<file path="src/rtl/pc_unit.sv">
// pc_unit: fetch program-counter generator with prioritised next-PC selection,
// stall, target alignment checking and a circular return-address stack.
module pc_unit #(
    parameter int unsigned     XLEN         = 32,
    parameter logic [XLEN-1:0] RESET_VECTOR = 32'h0000_0000,
    parameter logic [XLEN-1:0] TRAP_VECTOR  = 32'h0000_0100,
    parameter int unsigned     INC          = 4,
    parameter int unsigned     RAS_DEPTH    = 4
) (
    input  logic                             clk,
    input  logic                             rst,
    input  logic                             stall,
    input  logic                             trap,
    input  logic                             redirect_valid,
    input  logic [XLEN-1:0]                  redirect_pc,
    input  logic                             jump_valid,
    input  logic [XLEN-1:0]                  jump_target,
    input  logic                             jump_is_call,
    input  logic                             ret_valid,
    output logic [XLEN-1:0]                  pc,
    output logic [XLEN-1:0]                  pc_next,
    output logic                             misalign_err,
    output logic                             ret_underflow,
    output logic [$clog2(RAS_DEPTH+1)-1:0]   ras_count
);

    localparam int unsigned     CNT_W      = $clog2(RAS_DEPTH + 1);
    localparam int unsigned     PTR_W      = $clog2(RAS_DEPTH);
    localparam logic [XLEN-1:0] INC_VAL    = XLEN'(INC);
    // INC is a power of two, so its low bits form the alignment mask.
    localparam logic [XLEN-1:0] ALIGN_MASK = XLEN'(INC - 1);

    logic [XLEN-1:0]  pc_q;
    logic [PTR_W-1:0] ptr_q;
    logic [CNT_W-1:0] cnt_q;
    logic             misalign_q;
    logic             underflow_q;
    logic [XLEN-1:0]  ras_q [RAS_DEPTH];

    logic [XLEN-1:0]  seq_pc;
    logic [PTR_W-1:0] ptr_inc;
    logic [PTR_W-1:0] ptr_dec;
    logic [XLEN-1:0]  ras_top;
    logic             ras_full;
    logic             ras_empty;

    logic [XLEN-1:0]  pc_next_c;
    logic             push_c;
    logic             pop_c;
    logic             misalign_c;
    logic             underflow_c;

    assign seq_pc    = pc_q + INC_VAL;
    // ptr_q points at the next free slot; wrap explicitly so any depth works.
    assign ptr_inc   = (ptr_q == PTR_W'(RAS_DEPTH - 1)) ? '0 : ptr_q + PTR_W'(1);
    assign ptr_dec   = (ptr_q == '0) ? PTR_W'(RAS_DEPTH - 1) : ptr_q - PTR_W'(1);
    assign ras_top   = ras_q[ptr_dec];
    assign ras_full  = (cnt_q == CNT_W'(RAS_DEPTH));
    assign ras_empty = (cnt_q == '0);

    // Next-PC selection, highest priority first.
    always_comb begin
        pc_next_c   = seq_pc;
        push_c      = 1'b0;
        pop_c       = 1'b0;
        misalign_c  = 1'b0;
        underflow_c = 1'b0;
        if (rst) begin
            pc_next_c = RESET_VECTOR;
        end else if (trap) begin
            pc_next_c = TRAP_VECTOR;
        end else if (redirect_valid) begin
            if ((redirect_pc & ALIGN_MASK) != '0) begin
                pc_next_c  = TRAP_VECTOR;
                misalign_c = 1'b1;
            end else begin
                pc_next_c = redirect_pc;
            end
        end else if (stall) begin
            pc_next_c = pc_q;
        end else if (jump_valid) begin
            // A jump beats a simultaneous ret; the ret is simply dropped.
            if ((jump_target & ALIGN_MASK) != '0) begin
                pc_next_c  = TRAP_VECTOR;
                misalign_c = 1'b1;
            end else begin
                pc_next_c = jump_target;
                push_c    = jump_is_call;
            end
        end else if (ret_valid) begin
            if (!ras_empty) begin
                pc_next_c = ras_top;
                pop_c     = 1'b1;
            end else begin
                pc_next_c   = TRAP_VECTOR;
                underflow_c = 1'b1;
            end
        end
    end

    // PC, RAS pointer/count and error pulses.
    always_ff @(posedge clk) begin
        if (rst) begin
            pc_q        <= RESET_VECTOR;
            ptr_q       <= '0;
            cnt_q       <= '0;
            misalign_q  <= 1'b0;
            underflow_q <= 1'b0;
        end else begin
            pc_q        <= pc_next_c;
            misalign_q  <= misalign_c;
            underflow_q <= underflow_c;
            if (push_c) begin
                ptr_q <= ptr_inc;
                // When full the push overwrites the oldest entry; count stays.
                if (!ras_full) begin
                    cnt_q <= cnt_q + CNT_W'(1);
                end
            end else if (pop_c) begin
                ptr_q <= ptr_dec;
                cnt_q <= cnt_q - CNT_W'(1);
            end
        end
    end

    // RAS storage; cleared on reset so no stale value is ever visible.
    always_ff @(posedge clk) begin
        if (rst) begin
            for (int i = 0; i < int'(RAS_DEPTH); i++) begin
                ras_q[i] <= '0;
            end
        end else if (push_c) begin
            ras_q[ptr_q] <= seq_pc;
        end
    end

    assign pc            = pc_q;
    assign pc_next       = pc_next_c;
    assign misalign_err  = misalign_q;
    assign ret_underflow = underflow_q;
    assign ras_count     = cnt_q;

endmodule

</file>
<file path="config.mk">
export PLATFORM = sky130hd
export DESIGN_NAME = pc_unit
export DESIGN_NICKNAME = d
export VERILOG_FILES = /design/src/rtl/pc_unit.sv
export SDC_FILE = /design/constraint.sdc
export NUM_CORES = 1
export LEC_CHECK = 0
export CAP_MARGIN = 0
export CORE_ASPECT_RATIO = 1.2
export CORE_UTILIZATION = 50
export DETAILED_ROUTE_END_ITERATION = 12
export PLACE_DENSITY = 0.75
export SYNTH_ARGS = -nofsm -noshare
export SYNTH_HDL_FRONTEND = slang
export SYNTH_SLANG_ARGS = --single-unit
</file>
<file path="constraint.sdc">
create_clock -name clk -period 6.1 [get_ports clk]
set_input_delay 1.22 -clock clk [delete_from_list [all_inputs] [get_ports clk]]
set_output_delay 1.22 -clock clk [all_outputs]
set_load 0.1 [all_outputs]
</file>
[Word level (Yosys, flattened, before mapping)]
Memories as Yosys holds them, arrays and structs flattened.
Index checks and enable logic that the tools add are counted.
Operators by class
  $add $sub $neg: 5
  equal/unequal tests: 3
  multiplexer cells: 43
  bitwise operators: 1
  reduce and logical (&&, ||, !) cells: 9
Operators with widths (count)
  two-way mux 32 bit: 10
  nonzero test 32 bit: 2
  adder 32 x 3 -> 32 bit, second input constant: 1
  OR reduction 32 bit: 1
  two-way mux 1 bit: 25
  two-way mux 2 bit: 5
  two-way mux 3 bit: 3
  OR reduction 6 bit: 1
  adder 3 x 1 -> 3 bit, second input constant: 1
  == test 3 bit, second input constant: 1
  zero test 3 bit: 1
  subtractor 3 x 1 -> 3 bit, second input constant: 1
  adder 2 x 1 -> 2 bit, second input constant: 1
  == test 2 bit, second input constant: 1
  zero test 2 bit: 1
  inequality test 2 bit, second input constant: 1
  AND reduction 2 bit: 1
  nonzero test 2 bit: 1
  OR reduction 2 bit: 1
  subtractor 2 x 1 -> 2 bit, second input constant: 1
  NOT 1 bit: 1
Word-level totals
  register bits: 39
  RAM bits: 128
  bits of input ports: 72
  memories kept: 1
Memories
  ras_q: words 4, bits a word 32, read ports 1, clocked after Yosys merged registers in 0, wr ports 4, RTL line 38  | logic [XLEN-1:0] ras_q [RAS_DEPTH];

[Longest topological paths before layout]
  depth in word-level cells: 12
  gate-level depth with buffers: 10

[Least setup slack after synthesis]
No wires, ideal clock.
  path kind: register to output
  from: register pc_q[3] (netlist: pc[3])
  to: output pc_next[16]
  data arrival time: 4.667 ns
  required time: 4.880 ns
  setup slack: 0.213 ns
  stages on the path, launching flop included: 8
  buffers on the path: 1
  cell sequence: dfxtp_1 -> ha_1 -> clkbuf_1 -> nand3_1 -> or2_2 -> or3_1 -> a21o_1 -> a211oi_1
On the way
  word-level cells in the longest chain between the ends: 7
Ends and longest elaborated chain
  start: declaration: RTL line 33  | logic [XLEN-1:0] pc_q;
  start signal: assignment: RTL line 110  | pc_q <= pc_next_c;
  adder 32 x 3 -> 32 bit: RTL line 53  | assign seq_pc = pc_q + INC_VAL;
  two-way mux 32 bit: RTL line 90  | end else if (ret_valid) begin
  two-way mux 32 bit: RTL line 81  | end else if (jump_valid) begin
  two-way mux 32 bit: RTL line 79  | end else if (stall) begin
  two-way mux 32 bit: RTL line 72  | end else if (redirect_valid) begin
  two-way mux 32 bit: RTL line 70  | end else if (trap) begin
  two-way mux 32 bit: RTL line 68  | if (rst) begin
  end: declaration: RTL line 21  | output logic [XLEN-1:0] pc_next,
Every way passes these cells.

[Worst setup path after layout]
  from: input jump_valid
  to: output pc_next[2]
On the way
  word-level cells in the longest chain between the ends: 5
Ends and longest elaborated chain
  start: declaration: RTL line 16  | input logic jump_valid,
  two-way mux 32 bit: RTL line 81
  two-way mux 32 bit: RTL line 79
  two-way mux 32 bit: RTL line 72
  two-way mux 32 bit: RTL line 70
  two-way mux 32 bit: RTL line 68
Every way passes these cells.

==> impl_metrics.tcl <==
set metrics [dict create \
    status "finished, final reports clean" \
    area_growth_pct 29.7 \
    drive_above_1_share_pct 14.1 \
    first_pass_iters 6 \
    antenna_found_initial 0 \
    grt_overflow 0 \
    worst_slew_pin_slew_ps 1040 \
    ir_drop_uv 193 \
    dieWidth_microns 122 \
    diodes 0 \
    hold_viol_final 0 \
    rows 52 \
    placedCellCount 1118 \
    postSynthCellCount 794 \
    num_vias 7454 \
    required_ps 4880 \
    fin_nets 997 \
    detail-route-antenna-nets 0 \
    synth_edf_count 128 \
    path_class "in -> out" \
    io_buffers 140 \
    hpwl_microns 17900 \
    synth_flop_cell "edfxtp_1" \
    cts_root_buf "clkbuf_16" \
    layout_min_cycle_time_ps 5170 \
    clkSinkCount 167 \
    cts_resized 0 \
    fmax_mhz 194 \
    setup-tns-final_ps 0 \
    initialDrtViolationCount 788 \
    postCtsHoldBufs 0 \
    post-cts-setup-buffers 0 \
    cp_data_arrival_time_ps 3950 \
    cts_tree "yes" \
    cap_violations 0 \
    place_congestion 0.860 \
    cts_htree_levels 4 \
    synthArstFlopShare_pct 0 \
    drv_slew 0 \
    hold_ws_ps 544 \
    drc 0 \
    path_clk_slew_ps 60 \
    track_usage_pct 31.1 \
    ios 141 \
    syn-num-nets 870 \
    cts-buffers-inserted 17 \
    stdcell_count 1150 \
    power_leakage_nw 3.69 \
    dieHeight_microns 146 \
    synth_cell_type_count 63 \
    worstSetupEndpointType "output pin" \
    clockBufferDepth 2 \
    p_per_area_nw_per_um2 245 \
    fin_crit_sh_pct 84.7 \
    slew_headroom_pct 30.6 \
    grt_pass1_wl_microns 40800 \
    die_area_sq_um 17900 \
    clock_skew_ps 9.87 \
    start_util_pct 51.3 \
    clock_latency_ps 440 \
    rsz0062_at_grt "no" \
    yosysWarnings 0 \
    ys_seq_area_share_pct 53.3 \
    worstPathMaxFanout 18 \
    wl_microns 26700 \
    final_common_cell "nor2_1" \
    syn_area_per_cell_sq_um 10.9 \
    wl_per_cell_microns 23.2 \
    final_cell_mix "164 x nor2_1, 128 x edfxtp_1, 107 x clkdlybuf4s50_1, 40 x nand2_1, 39 x dfxtp_1" \
    grt_pass1_vias 7262 \
    core-area_sq_um 16900 \
    syn-cell-area_sq_um 8680 \
    hp-class "reg -> reg" \
    grt_max_degree 38 \
    setup_violations 0 \
    r2r_slack_ps 2960 \
    start_kind "primary input" \
    via_per_inst 6.48 \
    synth_seq_cells 167 \
]
where the power goes:
part           total (mW)  switching [mW]  internal (mW)
clock                1.10           0.434          0.667
combinational       0.372           0.243          0.130
sequential           1.28          0.0242           1.26
cell type report:
class                           instances  area, sq um
Clock buffer                           24          473
Sequential cell                       167         4620
Clock inverter                          8          124
Multi-Input combinational cell        552         3770
Tap cell                              216          270
Fill cell                            1296         5660
Timing Repair Buffer                  163         1910
Inverter                               20         75.1
kinds of logic after synthesis:
kind of cell    synth area share (%)
compound gates                  15.2
fa+ha+maj                      0.663
buf+inv                         3.46
simple gates                    16.2
xor+xnor                        2.52
flops                           53.3
mux                             8.65
per-stage QoR:
step           instance area (sq um)  power (mW)  utilization [%]  setup WS (ps)
2_1_floorplan                   8680        1.52                -            213
3_3_place_gp                   10700        1.67             63.0           1010
3_5_place_dp                   10700        1.67             63.0            977
4_1_cts                        11300        2.75             66.5            974
5_1_grt                        11300        2.82             66.5            748
6_report                       11300        2.75             66.5            935
Yosys cell counts (4+ instances only):
| cell | count | area [sq um] |
|---|---|---|
| a2111oi_0 | 4 | 35.0 |
| a211oi_1 | 19 | 143 |
| a21o_1 | 6 | 45.0 |
| a21oi_1 | 36 | 180 |
| a221o_1 | 5 | 50.1 |
| a221oi_1 | 18 | 158 |
| a22oi_1 | 5 | 37.5 |
| a31oi_1 | 4 | 25.0 |
| and3_1 | 6 | 37.5 |
| buf_2 | 6 | 30.0 |
| clkbuf_1 | 44 | 165 |
| dfxtp_1 | 39 | 781 |
| edfxtp_1 | 128 | 3840 |
| inv_1 | 17 | 63.8 |
| mux4_2 | 32 | 721 |
| nand2_1 | 40 | 150 |
| nand2b_1 | 6 | 37.5 |
| nand3_1 | 16 | 80.1 |
| nand4_1 | 6 | 37.5 |
| nor2_1 | 164 | 616 |
| nor2b_1 | 4 | 25.0 |
| nor3_1 | 19 | 95.1 |
| nor4_1 | 5 | 31.3 |
| nor4_2 | 6 | 75.1 |
| o2111a_1 | 8 | 90.1 |
| o211ai_1 | 5 | 37.5 |
| o21ai_0 | 31 | 155 |
| o22ai_1 | 21 | 131 |
| o31a_1 | 5 | 43.8 |
| or2_2 | 4 | 25.0 |
| or3_1 | 7 | 43.8 |
| xnor2_1 | 16 | 140 |
| xor2_1 | 9 | 78.8 |
layer usage:
metal	global-route usage (%)	vias to the layer above	share of wire, %
li1	-	3287	-
met1	39.3	3645	37
met2	51.4	442	51
met3	5.98	80	8.6
met4	13.8	0	3.5
met5	0	-	0
critical path: stages:
cell             delay, ps
clkdlybuf4s50_1        480
clkinv_1               560
o21ai_0                900
o21ai_0                190
a21oi_1                260
nor2_1                 130
buf_12                 180
path summary, 6_finish.rpt:
| path | from | endpoint | cells past startpoint |
|---|---|---|---|
| min | pc[1] | pc[1] | 2 |
| min reg2reg | pc[1] | pc[1] | 2 |
| max reg2reg | ptr_q[0] | pc[26] | 7 |
| max | jump_valid | pc_next[2] | 7 |
state kept, by name, indices dropped and copies added (netlist names):
signal,flops
ras_count,3
misalign_err,1
ret_underflow,1
pc,32
ras_q,128
ptr_q,2
No activity file was read; power rests on OpenSTA's default activity.
==> edit: new RTL, same flow settings <==
`TRAP_VECTOR`: 32'h0000_0100 -> 32'h00000080.
--- a/src/rtl/pc_unit.sv
+++ b/src/rtl/pc_unit.sv
@@ -3,7 +3,7 @@
 module pc_unit #(
     parameter int unsigned     XLEN         = 32,
     parameter logic [XLEN-1:0] RESET_VECTOR = 32'h0000_0000,
-    parameter logic [XLEN-1:0] TRAP_VECTOR  = 32'h0000_0100,
+    parameter logic [XLEN-1:0] TRAP_VECTOR  = 32'h00000080,
     parameter int unsigned     INC          = 4,
     parameter int unsigned     RAS_DEPTH    = 4
 ) (
Function: changed (a bounded check fails within 4 cycles, from zero or initial values and one cycle with rst high).
==> edit against the unedited design <==
- power grew 1.3%
- final area shrank 1.5%
- worst setup slack gained 0.080 ns
- largest cell class unchanged
- wire length grew 0.42%
- sequential share of layout area grew 0.63 points
- via count grew 0.15%
- critical endpoint is now pc_next[17]
- synthesized area shrank 1.4%
- sequential cell count is the same
==> edit: results (changes against the unedited design) <==
| Metric | Value |
|---|---|
| TritonCTS Buffers | 17 (unchanged) |
| Wirelength per Cell | 23.3 um (was 23.2 um) |
| Static leakage | 0.00358 uW (was 0.00369 uW) |
| R2R depth | 8 (was 7) |
| Slew HR | 30.1% (was 30.6%) |
| Worst Path Max Fanout | 13 (was 18) |
| Status | finished, final reports clean (unchanged) |
| R2R setup slack | 2.99 ns (was 2.96 ns) |
| DR vias/cell | 6.51 (was 6.48) |
| Vias | 7465 (was 7454) |
| Pre-antenna DRT Iters | 6 (unchanged) |
| CTS root buf | clkbuf_16 (unchanged) |
| Reg2Reg Capture Point | pc[18]$_SDFF_PP0_ (was pc[26]$_SDFF_PP0_) |
| Crit-path max cell delay | 0.64 ns (was 0.90 ns) |
| # port buffers | 140 (unchanged) |
| Fillers | 1277 (was 1296) |
| Cells after Synth | 795 (was 794) |
| CTS clk-pin slew, worst paths | 0.06 ns (about the same) |
| Post-CTS Resized | 0 (unchanged) |
| Worst hold path type | reg2reg (unchanged) |
| Placement Cell Area | 10500 um^2 (was 10700 um^2) |
| DP HPWL | 17.8 mm (was 17.9 mm) |
| Biggest register | ras_q (unchanged) |
| Synth cell types | 56 (was 63) |
| Async set-reset flop share out of synthesis | 0% (unchanged) |
| Worst path slowest cell | clkdlybuf4s50_1 (was o21ai_0) |
| Clock buffer depth | 2 (unchanged) |
| RR Startpoint | ptr_q[0]$_SDFFE_PP0P_ (unchanged) |
| Setup Skew | 0.00999 ns (was 0.00987 ns) |
| Global placer's final weighted congestion | 0.895 (was 0.860) |
| Commonest cells in the netlist | nor2_1 (164), edfxtp_1 (128), a21oi_1 (50) (was nor2_1 (164), edfxtp_1 (128), clkbuf_1 (44)) |
| Hold path cells | 2 (unchanged) |
| Sequential share of the synthesized area | 54.0% (was 53.3%) |
| H-tree levels | 4 (unchanged) |
| Hold endpoint | ras_count[2]$_SDFFE_PP0P_ (was pc[1]$_SDFF_PP0_) |
| WHS | 0.535 ns (was 0.544 ns) |
| # diodes | 0 (unchanged) |
| Antenna violations before repair | 0 (unchanged) |
| Clk_lat worst skew | 0.43 ns |
| Vias in the first global route | 7208 (was 7262) |
| Peak supply drop | 172 uV (was 193 uV) |
| Largest net degree at the start of global routing | 36 (was 38) |
| Worst Min Path Start | ras_count[2]$_SDFFE_PP0P_ (was pc[1]$_SDFF_PP0_) |
| Internal power | 2090 uW (was 2050 uW) |
| Total Routing Usage GR | 31.4% (was 31.1%) |
| Layout cell share with drive strength beyond 1 | 13.7% (was 14.1%) |
| Nets | 994 (was 997) |
| Setup bufs post-CTS | 0 (unchanged) |
| Drt initial violations | 994 (was 788) |
| Placed cells | 1115 (was 1118) |
| Ys Warns | 0 (unchanged) |
| Syn nets | 871 (was 870) |
| Synth top area cells | edfxtp_1 (45%), dfxtp_1 (9.1%), mux4_2 (8.4%) (was edfxtp_1 (44%), dfxtp_1 (9.0%), mux4_2 (8.3%)) |
| First-pass GRT wire length | 40.9 mm (was 40.8 mm) |
| TNS Setup | 0 ns (unchanged) |
| Max reg flops | 128 (unchanged) |
==> edit: cell count changes in the layout (fill, tap and decap cells not counted), moves of 7 or more <==
cell	delta
o22ai_1	-17
a21oi_1	+14
nor4_1	+9
a31oi_1	+8
o2111a_1	-8
nor3_1	+16
nor2b_1	+8
nand2_1	-10
nor4_2	-7
==> edit: stage by stage <==
| step | setup WS (ns) | power, uW | utilization (%) |
|---|---|---|---|
| after floorplan | 0.122 | 1510 | - |
| after global placement | 1.14 | 1650 | 62.3 |
| after detailed placement | 1.10 | 1660 | 62.3 |
| after CTS | 1.09 | 2780 | 66.0 |
| after global routing | 0.839 | 2840 | 66.0 |
| final | 1.01 | 2790 | 66.0 |
==> edit: area by class of cell <==
class / count / share of cell area [%]
flip-flops and latches: 167 / 41.7
multi-input cells: 554 / 33.1
repair buffers: 162 / 16.5
clock buffers: 24 / 4.64
well taps: 216 / 2.44
clock inverters: 8 / 1.06
inverters: 16 / 0.542
==> edit: power by group through the flow <==
stage                     clock, uW  combinational, uW  sequential (uW)
after floorplan                   0                164             1350
after global placement            0                350             1300
after detailed placement          0                352             1300
after CTS                      1150                355             1280
after global routing           1190                373             1280
final                          1150                360             1280
==> edit: cells by family after synthesis <==
group                    after synthesis  synth area share, %
AO/OA/AOI/OAI                        185                 14.4
XOR/XNOR                              19                 1.94
adder cells (fa/ha/maj)                4                0.673
buffers and inverters                 74                 3.38
flip-flops                           167                 54.0
multiplexers                          35                 8.77
AND/OR/NAND/NOR                      311                 16.8
==> edit: routing by layer <==
metal	share of wire (%)	global-route usage (%)
met1	36	41.0
met2	50	51.0
met3	10	5.23
met4	3.9	14.3
met5	0	0
==> edit: how the worst max path moves through the flow <==
| stage | to | startpoint | cells after the start | slack (ns) |
|---|---|---|---|---|
| after floorplan | pc_next[30] | pc[3]$_SDFF_PP0_ | 6 | 0.12 |
| after global placement | pc_next[17] | rst | 7 | 1.14 |
| after detailed placement | pc_next[17] | rst | 7 | 1.10 |
| after CTS | pc_next[17] | rst | 7 | 1.09 |
| after global routing | pc_next[17] | rst | 7 | 0.84 |
| final | pc_next[17] | rst | 7 | 1.01 |
==> edit: worst max-delay path, delay by kind of cell <==
family / cells / cell delay (ns)
compound gates: 2 / 0.51
buf+inv: 2 / 0.86
simple gates: 3 / 1.27
